[src/rtl/bus_alu_ctrl.sv]
// -----------------------------------------------------------------------------
// bus_alu_ctrl
//
// This is the control and arithmetic core of the pipelined 8-bit CPU.
// It contains three functions:
//   * Reset conditioner. A two-flop synchroniser. It clears asynchronously and
//     releases synchronously.
//   * Bus controller. It decodes the stage-2 main-bus assert/load codes and
//     the stage-1 LHS/RHS assert codes into registered per-register strobes.
//   * ALU adder. It has a selectable carry term. It drives the main bus only
//     while the ALU is the selected source.
//
// Ports
//   clk                  system clock; all state changes on the rising edge
//   reset_in_n           external reset; asynchronous, active-low
//   reset_out_n          conditioned reset; active-low
//   main_assert[3:0]     main-bus source code
//   main_load[3:0]       main-bus destination code
//   lhs_assert[1:0]      LHS-bus source code
//   rhs_assert[1:0]      RHS-bus source code
//   reg_*_load/assert/LHS/RHS   registered register strobes
//   alu_assert           ALU drives the main bus
//   memBridge_load       memory bridge transfer enable
//   memBridge_direction  1 = memory to main bus, 0 = main bus to memory
//   carry_in             stored arithmetic carry flag
//   lhs, rhs[7:0]        ALU operands
//   carry_select[1:0]    carry source: 0 -> 0, 1 -> 1, 2 -> carry_in, 3 -> 0
//   result[7:0]          sum modulo 256 (combinational)
//   carry_out            carry out of bit 7 (combinational)
//   main_bus_out[7:0]    result while alu_assert is high, otherwise 0x00
//   main_bus_oe          drive enable for main_bus_out
// -----------------------------------------------------------------------------
module bus_alu_ctrl (
    input  logic       clk,
    input  logic       reset_in_n,
    output logic       reset_out_n,
    input  logic [3:0] main_assert,
    input  logic [3:0] main_load,
    input  logic [1:0] lhs_assert,
    input  logic [1:0] rhs_assert,
    output logic       reg_A_load,
    output logic       reg_A_assert,
    output logic       reg_A_LHS,
    output logic       reg_A_RHS,
    output logic       reg_B_load,
    output logic       reg_B_assert,
    output logic       reg_B_LHS,
    output logic       reg_B_RHS,
    output logic       reg_Const_load,
    output logic       reg_Const_assert,
    output logic       reg_TL_load,
    output logic       reg_TL_assert,
    output logic       reg_TH_load,
    output logic       reg_TH_assert,
    output logic       alu_assert,
    output logic       memBridge_load,
    output logic       memBridge_direction,
    input  logic       carry_in,
    input  logic [7:0] lhs,
    input  logic [7:0] rhs,
    input  logic [1:0] carry_select,
    output logic [7:0] result,
    output logic       carry_out,
    output logic [7:0] main_bus_out,
    output logic       main_bus_oe
);

    // -------------------------------------------------------------------------
    // Reset conditioner
    // -------------------------------------------------------------------------
    logic [1:0] rst_sync_reg;

    always_ff @(posedge clk or negedge reset_in_n) begin
        if (!reset_in_n) begin
            rst_sync_reg <= 2'b00;
        end else begin
            rst_sync_reg <= {rst_sync_reg[0], 1'b1};
        end
    end

    assign reset_out_n = rst_sync_reg[1];

    // -------------------------------------------------------------------------
    // Bus decode
    // -------------------------------------------------------------------------
    // The codes are expanded to one-hot vectors. Each strobe then picks its own
    // bit. Unused codes (main 0/8-15, load 6, side-bus 0/3) have no consumer,
    // so they decode to "no strobe".
    logic [15:0] main_assert_hot;
    logic [15:0] main_load_hot;
    logic [3:0]  lhs_hot;
    logic [3:0]  rhs_hot;

    generate
        for (genvar gi = 0; gi < 16; gi++) begin : g_main_hot
            assign main_assert_hot[gi] = (main_assert == 4'(gi));
            assign main_load_hot[gi]   = (main_load == 4'(gi));
        end
        for (genvar gi = 0; gi < 4; gi++) begin : g_side_hot
            assign lhs_hot[gi] = (lhs_assert == 2'(gi));
            assign rhs_hot[gi] = (rhs_assert == 2'(gi));
        end
    endgenerate

    // Strobe vector layout, shared by the next-state and output mapping.
    localparam int S_A_LOAD     = 0;
    localparam int S_A_ASSERT   = 1;
    localparam int S_A_LHS      = 2;
    localparam int S_A_RHS      = 3;
    localparam int S_B_LOAD     = 4;
    localparam int S_B_ASSERT   = 5;
    localparam int S_B_LHS      = 6;
    localparam int S_B_RHS      = 7;
    localparam int S_C_LOAD     = 8;
    localparam int S_C_ASSERT   = 9;
    localparam int S_TL_LOAD    = 10;
    localparam int S_TL_ASSERT  = 11;
    localparam int S_TH_LOAD    = 12;
    localparam int S_TH_ASSERT  = 13;
    localparam int S_ALU_ASSERT = 14;
    localparam int S_MEM_LOAD   = 15;
    localparam int S_MEM_DIR    = 16;
    localparam int S_W          = 17;

    logic [S_W-1:0] strobe_next;
    logic [S_W-1:0] strobe_reg;

    always_comb begin
        strobe_next               = '0;
        strobe_next[S_A_ASSERT]   = main_assert_hot[1];
        strobe_next[S_B_ASSERT]   = main_assert_hot[2];
        strobe_next[S_C_ASSERT]   = main_assert_hot[3];
        strobe_next[S_TL_ASSERT]  = main_assert_hot[4];
        strobe_next[S_TH_ASSERT]  = main_assert_hot[5];
        strobe_next[S_ALU_ASSERT] = main_assert_hot[6];
        strobe_next[S_A_LOAD]     = main_load_hot[1];
        strobe_next[S_B_LOAD]     = main_load_hot[2];
        strobe_next[S_C_LOAD]     = main_load_hot[3];
        strobe_next[S_TL_LOAD]    = main_load_hot[4];
        strobe_next[S_TH_LOAD]    = main_load_hot[5];
        strobe_next[S_A_LHS]      = lhs_hot[1];
        strobe_next[S_B_LHS]      = lhs_hot[2];
        strobe_next[S_A_RHS]      = rhs_hot[1];
        strobe_next[S_B_RHS]      = rhs_hot[2];
        // When both codes are 7, the memory-read direction wins.
        strobe_next[S_MEM_LOAD]   = main_assert_hot[7] | main_load_hot[7];
        strobe_next[S_MEM_DIR]    = main_assert_hot[7];
    end

    // The strobes clear immediately when the external reset is asserted.
    // They stay cleared until the conditioned reset has been seen high at a
    // clock edge. The first real decode is therefore on the edge after
    // reset_out_n rises.
    always_ff @(posedge clk or negedge reset_in_n) begin
        if (!reset_in_n) begin
            strobe_reg <= '0;
        end else if (!reset_out_n) begin
            strobe_reg <= '0;
        end else begin
            strobe_reg <= strobe_next;
        end
    end

    assign reg_A_load          = strobe_reg[S_A_LOAD];
    assign reg_A_assert        = strobe_reg[S_A_ASSERT];
    assign reg_A_LHS           = strobe_reg[S_A_LHS];
    assign reg_A_RHS           = strobe_reg[S_A_RHS];
    assign reg_B_load          = strobe_reg[S_B_LOAD];
    assign reg_B_assert        = strobe_reg[S_B_ASSERT];
    assign reg_B_LHS           = strobe_reg[S_B_LHS];
    assign reg_B_RHS           = strobe_reg[S_B_RHS];
    assign reg_Const_load      = strobe_reg[S_C_LOAD];
    assign reg_Const_assert    = strobe_reg[S_C_ASSERT];
    assign reg_TL_load         = strobe_reg[S_TL_LOAD];
    assign reg_TL_assert       = strobe_reg[S_TL_ASSERT];
    assign reg_TH_load         = strobe_reg[S_TH_LOAD];
    assign reg_TH_assert       = strobe_reg[S_TH_ASSERT];
    assign alu_assert          = strobe_reg[S_ALU_ASSERT];
    assign memBridge_load      = strobe_reg[S_MEM_LOAD];
    assign memBridge_direction = strobe_reg[S_MEM_DIR];

    // -------------------------------------------------------------------------
    // ALU adder
    // -------------------------------------------------------------------------
    logic       carry_term;
    logic [8:0] sum_wide;

    always_comb begin
        carry_term = 1'b0;
        case (carry_select)
            2'd1:    carry_term = 1'b1;
            2'd2:    carry_term = carry_in;
            default: carry_term = 1'b0;
        endcase
    end

    assign sum_wide  = {1'b0, lhs} + {1'b0, rhs} + {8'd0, carry_term};
    assign result    = sum_wide[7:0];
    assign carry_out = sum_wide[8];

    // The ALU output is zeroed when it is not selected. This keeps the bus
    // value clean even where the mux downstream ignores main_bus_oe.
    assign main_bus_out = alu_assert ? result : 8'h00;
    assign main_bus_oe  = alu_assert;

endmodule

[config.mk]
export PLATFORM = sky130hd
export DESIGN_NAME = bus_alu_ctrl
export DESIGN_NICKNAME = d
export VERILOG_FILES = /design/src/rtl/bus_alu_ctrl.sv
export SDC_FILE = /design/constraint.sdc
export NUM_CORES = 1
export LEC_CHECK = 0
export BUFFER_PORTS_ARGS = -buffer_cell sky130_fd_sc_hd__buf_2
export CORE_UTILIZATION = 42
export DETAILED_ROUTE_END_ITERATION = 10
export PLACE_DENSITY = 0.81
export SYNTH_ARGS = -nofsm -noshare
export SYNTH_HDL_FRONTEND = slang
export SYNTH_SLANG_ARGS = --single-unit
[constraint.sdc]
create_clock -name clk -period 2.2 [get_ports clk]
set_clock_uncertainty 0.1 [all_clocks]
set_input_delay 0 -clock clk [delete_from_list [all_inputs] [get_ports clk]]
set_output_delay 0 -clock clk [all_outputs]
set_load 0.01 [all_outputs]
After elaboration in Yosys (flattened, before gate mapping)
Cells that the tools add are included.

storage, ports and cells
  bits in registers = 19
  bits in latches = 0
  bits in writable memories = 0
  ROM bits = 0
  input bits = 33
  output and inout bits = 36
  logic and storage cells = 27
  memories = 0

cells by class
  $add $sub $neg = 2
  $mul = 0
  div/mod/pow operators = 0
  order comparisons = 0
  eq/ne operators = 19
  shift-type cells = 0
  mux-type cells = 3
  bitwise gates (word level) = 1
  reduce and logical (&&, ||, !) cells = 0

operators by type and width
  cell                  number
  $eq A4 B3 Y1 const B  7
  $mux W17              1
  $eq A4 B2 Y1 const B  4
  $add A8 B8 Y9         1
  $add A9 B1 Y9         1
  $eq A4 B1 Y1 const B  2
  $mux W8               1
  $eq A2 B1 Y1 const B  3
  $eq A2 B2 Y1 const B  3
  $pmux W1 S2           1
  $or A1 B1 Y1          1

Depth between registers and ports, before layout
Gate-level depths: netlist (run 1).

  word-level depth = 4
  mapped depth = 11
  mapped depth without buffers = 11

Worst setup path before layout (run 1)
Ideal clock, no wire load.

  path kind = input-to-output
  from = input carry_select[0]
  to = output main_bus_out[6]
  arrival time = 1.963 ns
  required time = 2.100 ns
  path slack = 0.137 ns
  stages on the path = 11
  buffers on the path = 0
  path through = inv_1 -> ha_1 -> a21oi_1 -> or2_2 -> fa_1 -> inv_1 -> fa_1 -> a211oi_2 -> nor2_1 -> o31a_1 -> nor3_1

on the way
  cells in the longest elaborated chain, start to end = 4
  elaborated cells on any way between the ends = 5
  classes of those cells = add/sub: 1; eq/ne: 2; mux: 2

ends and longest elaborated chain
  what                                          line  RTL
  start: declaration                            61    input logic [1:0] carry_select,
  $eq A2 B2 Y1 or $eq A2 B1 Y1 (tied branches)  190   case (carry_select)
  $pmux W1 S2 *                                 190
  $add A9 B1 Y9 *                               197   assign sum_wide = {1'b0, lhs} + {1'b0, rhs} + {8'd0, carry_term};
  $mux W8 *                                     203   assign main_bus_out = alu_assert ? result : 8'h00;
  end: declaration                              64    output logic [7:0] main_bus_out,

Mark *: on every way between the ends. The rest lies on a longest branch, timed or not.

Final worst setup path (run 1)
  from = input carry_select[0]
  to = output carry_out

on the way
  cells in the longest elaborated chain, start to end = 3
  elaborated cells on any way between the ends = 4
  classes of those cells = add/sub: 1; eq/ne: 2; mux: 1

ends and longest elaborated chain
  what                                          line  RTL
  $eq A2 B2 Y1 or $eq A2 B1 Y1 (tied branches)  190
  $pmux W1 S2 *                                 190
  $add A9 B1 Y9 *                               197
  end: declaration                              63    output logic carry_out,

Marks and branches as above.

==> results.cfg, run 1 <==
[sta]
period_needed_ns = 2.21
slew_viol_final = 0
holdWs_ns = 0.0748
finalHoldViolations = 0
finalWorstSetupSlack_ns = -0.00548
tns_ns = -0.00548
rsz0062_at_grt = true
period_share_pct = 100
setup_viol = 1
fmax_mhz = 453

[worst_setup_path]
reg2reg_from = rst_sync_reg[1]
path_class = primary input to output port
cp_max_fo = 3
cp-start-kind = primary input
end_kind = output port
regToRegSetupSlack_ns = 0.25
reg2reg_depth = 3
cp_data_required_time_ns = 2.10
worstPathArrival_ns = 2.11
r2r_end = strobe_reg[4]

[die]
initial_core_util_pct = 44.0
pin_count = 69
coreArea_um2 = 2450
die-area_um2 = 2780
die_y_um = 52.7
die_w_um = 52.7
rows = 18

[clock_network]
cts_tree = yes
cts.sinks = 19
postCtsSetupRepairBufs = 0
htreeDepth = 1
worstSkewPairLatency_ns = 0.28
clk_pin_slew_ns = 0.10
clockBufferDepth = 2
cts_buffers = 3
cts_root_buf = clkbuf_4

[placement]
portBuffers = 68
gp_congestion = 0.746
dp_hpwl_um = 2040

[grt]
grt_pass1_vias = 1088
gr-total-overflow = 0
grt_pass1_wl_um = 4320
grt_max_degree = 20
antenna_found_initial = 0
grt_use_total_pct = 21.2

[layout]
diodes = 0
final_common_cell = buf_2
multi_input_comb_area_um2 = 618
area.growth.synth_to_final_pct = 64.1
utilization_pct = 72.3
largest_register_ffs = 17
regArea_um2 = 475
final_nets = 246
final_cell_mix = buf_2 (66), dlygate4sd3_1 (21), dfrtp_1 (19)
drive_above_1_share_pct = 44.3
final.fill_count = 180

[synthesis]
syn_area_um2 = 1080
ys_types = 33
syn-instance-count = 107
syn_nets = 151
yosys_warnings = 0
avgSynthCellArea_um2 = 10.1
ys_ff_latch = 19
yosysSeqAreaShare_pct = 44.0
yosysTopAreaCell = dfrtp_1
synth_top_area_share_pct = 44.0
synth.area.top_cells = dfrtp_1 (44%), ha_1 (10%), nor2_1 (5.9%)

[drt]
firstDrtPassIters = 4
vias = 1143
wl_per_cell_um = 12.3
drc = 0
route.antenna.remaining_nets = 0
drt_iter0_drc = 4
avgViaCountPerCell = 4.95
wl_um = 2840

[power_and_ir_drop]
max-vdd-ir-drop_mv = 0.478
comb_power_share_pct = 34.2
p_sw_mw = 0.234
intPower_mw = 0.567
power_leakage_nw = 0.981
pwr-share-clk_pct = 20.6
pwr-share-seq_pct = 45.2
p_per_area_nw_per_um2 = 451
swShare_pct = 29.2

[status]
violations = setup timing
status = finished with violations

[job]
drv_cap = 0

[min_path]
hold_path_class = primary input to async pin
worst max-delay path: stages:
cell and delay, ns:
buf_8 0.08, inv_4 0.03, ha_4 0.14, a21oi_2 0.10, or2_4 0.13, fa_2 0.21, inv_2 0.04, fa_2 0.36
a211oi_2 0.27, nor2_1 0.09, o31a_1 0.35, o22a_1 0.16, buf_2 0.13
layer usage:
layer	vias to the layer above	wire, um	global-route usage [%]
li1	558	-	-
met1	521	1090	20.6
met5	-	0	0
met3	4	266	4.64
met2	60	1470	43.0
met4	0	20	6.58
synthesized netlist by cell type (all sizes together):
cell type and instances:
o22ai 2, mux2i 1, o21ai 1, o21a 4
nand2b 4, o31a 2, o22a 1, nand3b 2
a211oi 3, and2 2, xor2 1, inv 7
nor3b 1, xnor2 1, a21o 2, nand2 5
o211a 1, ha 9, fa 2, or3 1
or2 2, nor2b 1, dfrtp 19, conb 1
buf 1, nor3 8, o21bai 1, a21oi 1
nor2 17, and3b 2, or3b 2
layout make-up:
type / count / area share, %
Clock buffer: 4 / 1.48
Inverter: 7 / 1.76
Multi-Input combinational cell: 80 / 34.8
Sequential cell: 19 / 26.8
Tap cell: 30 / 2.12
Timing Repair Buffer: 91 / 33.0
worst max path at each step:
| stage | slack, ns | end | from | depth (start not counted) |
|---|---|---|---|---|
| after CTS | 0.03 | main_bus_out[6] | carry_select[0] | 13 |
| after global routing | -0.18 | carry_out | carry_select[0] | 13 |
| after global placement | 0.009 | carry_out | carry_select[0] | 13 |
| after detailed placement | -0.04 | main_bus_out[6] | carry_select[0] | 13 |
| after floorplan | 0.14 | main_bus_out[6] | carry_select[0] | 11 |
| final | -0.005 | carry_out | carry_select[0] | 13 |
kinds of logic (layout without fill, tap and decap cells):
| family | after synthesis | after routing | share of synthesized area (%) |
|---|---|---|---|
| flops | 19 | 19 | 44.0 |
| other cells | 1 | 1 | 0.347 |
| buf+inv | 8 | 102 | 3.13 |
| simple gates | 47 | 47 | 22.5 |
| fa+ha+maj | 11 | 11 | 14.1 |
| compound gates | 18 | 18 | 13.4 |
| xor+xnor | 2 | 2 | 1.62 |
| mux | 1 | 1 | 0.926 |
repair_timing:
item	4_1_cts	5_1_grt
pin swaps	1	12
hold buffers	21	0
endpoints found under the setup margin	2	5
hold endpoints to repair	36	0
resized for setup	1	19
power groups by stage:
stage | Combinational (mW) | Clock (mW) | Sequential (mW)
after CTS | 0.254 | 0.173 | 0.362
after global placement | 0.222 | 0 | 0.368
after floorplan | 0.127 | 0 | 0.373
after global routing | 0.305 | 0.191 | 0.363
after detailed placement | 0.230 | 0 | 0.369
final | 0.274 | 0.165 | 0.362
per-stage QoR:
stage | instances | worst slack, ns | power [mW] | instance area (um^2)
5_1_grt | 231 | -0.176 | 0.860 | 1770
3_5_place_dp | 206 | -0.0413 | 0.598 | 1470
6_report | 231 | -0.00548 | 0.801 | 1770
3_3_place_gp | 206 | 0.00907 | 0.590 | 1470
2_1_floorplan | 107 | 0.137 | 0.500 | 1080
4_1_cts | 231 | 0.0328 | 0.789 | 1710
(Power assumes the default switching activity.)
==> run 2, diff against run 1 <==
Settings changed: RECOVER_POWER set to 50.
==> results.cfg, run 2 (same netlist as run 1, synthesis figures left out) <==
[clock_network]
worstSkewPairLatency_ns = 0.28
cts_root_buf = clkbuf_4
clockBufferDepth = 2
cts_tree = yes
cts.sinks = 19
cts_buffers = 3
postCtsSetupRepairBufs = 0
clk_pin_slew_ns = 0.09
htreeDepth = 1

[power_and_ir_drop]
p_per_area_nw_per_um2 = 455
intPower_mw = 0.565
max-vdd-ir-drop_mv = 0.478
p_sw_mw = 0.234
pwr-share-seq_pct = 45.3
swShare_pct = 29.3
power_leakage_nw = 0.928
comb_power_share_pct = 34.1
pwr-share-clk_pct = 20.5

[worst_setup_path]
crit_path_frequent_cell = fa_2
cp_data_required_time_ns = 2.10
slowest_delay_ns = 0.36
worstPathCellList = buf_8, inv_4, ha_4, a21oi_2, or2_4, fa_2, inv_2, fa_2, a211oi_2, nor2_1, o31a_1, o22a_1, buf_2
critPathSlowestCell = fa_2
worstPathArrival_ns = 2.11
cp-start-kind = primary input
cpLargestDelayFamily = compound AO/OA/AOI/OAI gates
end_kind = output port
path_class = primary input to output port
cp_max_fo = 3
cp_num_buf_inv = 4

[sta]
period_needed_ns = 2.21
finalHoldViolations = 0
fmax_mhz = 453
finalWorstSetupSlack_ns = -0.00571
setup_viol = 1
tightest_slew_ns = 0.947
period_share_pct = 100
maxSlewHeadroom_pct = 36.9
rsz0062_at_grt = true
slew_viol_final = 0

[placement]
place_area_um2 = 1470
portBuffers = 68
dp_worst_setup_slack_ns = -0.0413
dp_hpwl_um = 2040
gp_congestion = 0.746

[status]
violations = setup timing
status = finished with violations

[layout]
drive_above_1_share_pct = 37.8
final_cell_mix = buf_2 (53), dlygate4sd3_1 (21), dfrtp_1 (19)
diodes = 0
final.fill_count = 182
utilization_pct = 71.6
final_nets = 246
largest_register_ffs = 17
area.growth.synth_to_final_pct = 62.6
final_common_cell = buf_2
stdcell_area_um2 = 1760

[drt]
drc = 0
route.antenna.remaining_nets = 0
wl_per_cell_um = 12.5
vias = 1159
firstDrtPassIters = 4
drt_iter0_drc = 8
avgViaCountPerCell = 5.02
wl_um = 2890

[min_path]
hold_path_class = flop to flop

[die]
initial_core_util_pct = 44.0
die-area_um2 = 2780
die_y_um = 52.7
die_w_um = 52.7
coreArea_um2 = 2450
pin_count = 69
rows = 18

[grt]
grt_pass1_vias = 1088
grt_pass1_wl_um = 4320
gr-total-overflow = 0
grt_max_degree = 20
antenna_found_initial = 0
grt_use_total_pct = 21.2

[job]
drv_cap = 0
==> run 2: power by group through the flow <==
stage               Clock [mW]  Combinational, mW  Sequential, mW
global route             0.191              0.303           0.363
detailed placement           0              0.230           0.369
floorplan                    0              0.127           0.373
CTS                      0.173              0.254           0.362
global placement             0              0.222           0.368
finish                   0.164              0.273           0.362
==> run 2: layer usage <==
layer | GRT usage [%] | up-vias | part of all wire [%]
met2 | 43.0 | 74 | 52
li1 | - | 560 | -
met5 | 0 | - | 0
met3 | 4.64 | 2 | 10
met4 | 6.58 | 0 | 0.28
met1 | 20.6 | 523 | 37
==> run 2: area by class of cell <==
type	instances	area (um^2)	share of cell area, %
sequential	19	475	27.0
inverter	7	31.3	1.78
tap	30	37.5	2.14
clock buffer	4	26.3	1.49
timing repair buffer	91	569	32.4
multi-input combinational	80	618	35.2
==> run 2: worst paths after layout <==
kind	from	end	slack, ns	depth (start not counted)
max in group asynchronous	reset_in_n	strobe_reg[5]	1.14	2
hold / removal	rst_sync_reg[0]	rst_sync_reg[1]	0.27	0
hold reg to reg	rst_sync_reg[0]	rst_sync_reg[1]	0.27	0
min in group asynchronous	reset_in_n	strobe_reg[4]	0.28	2
setup / recovery	carry_select[0]	carry_out	-0.006	13
setup reg to reg	rst_sync_reg[1]	strobe_reg[4]	0.25	3
==> run 2: metrics by stage <==
stage / hold WS [ns] / total power, mW / std cells / TNS [ns]
3_5_place_dp: -0.146 / 0.598 / 206 / -0.0697
6_report: 0.270 / 0.799 / 231 / -0.00571
4_1_cts: 0.0679 / 0.789 / 231 / 0
3_3_place_gp: -0.158 / 0.590 / 206 / 0
2_1_floorplan: -0.396 / 0.500 / 107 / 0
5_1_grt: 0.279 / 0.858 / 231 / -0.509
==> run 2: timing repair <==
action	4_1_cts	5_1_grt
gates resized for setup	1	19
hold endpoints to repair	36	0
hold buffers	21	0
pin swaps	1	12
endpoints found under the setup margin	2	5
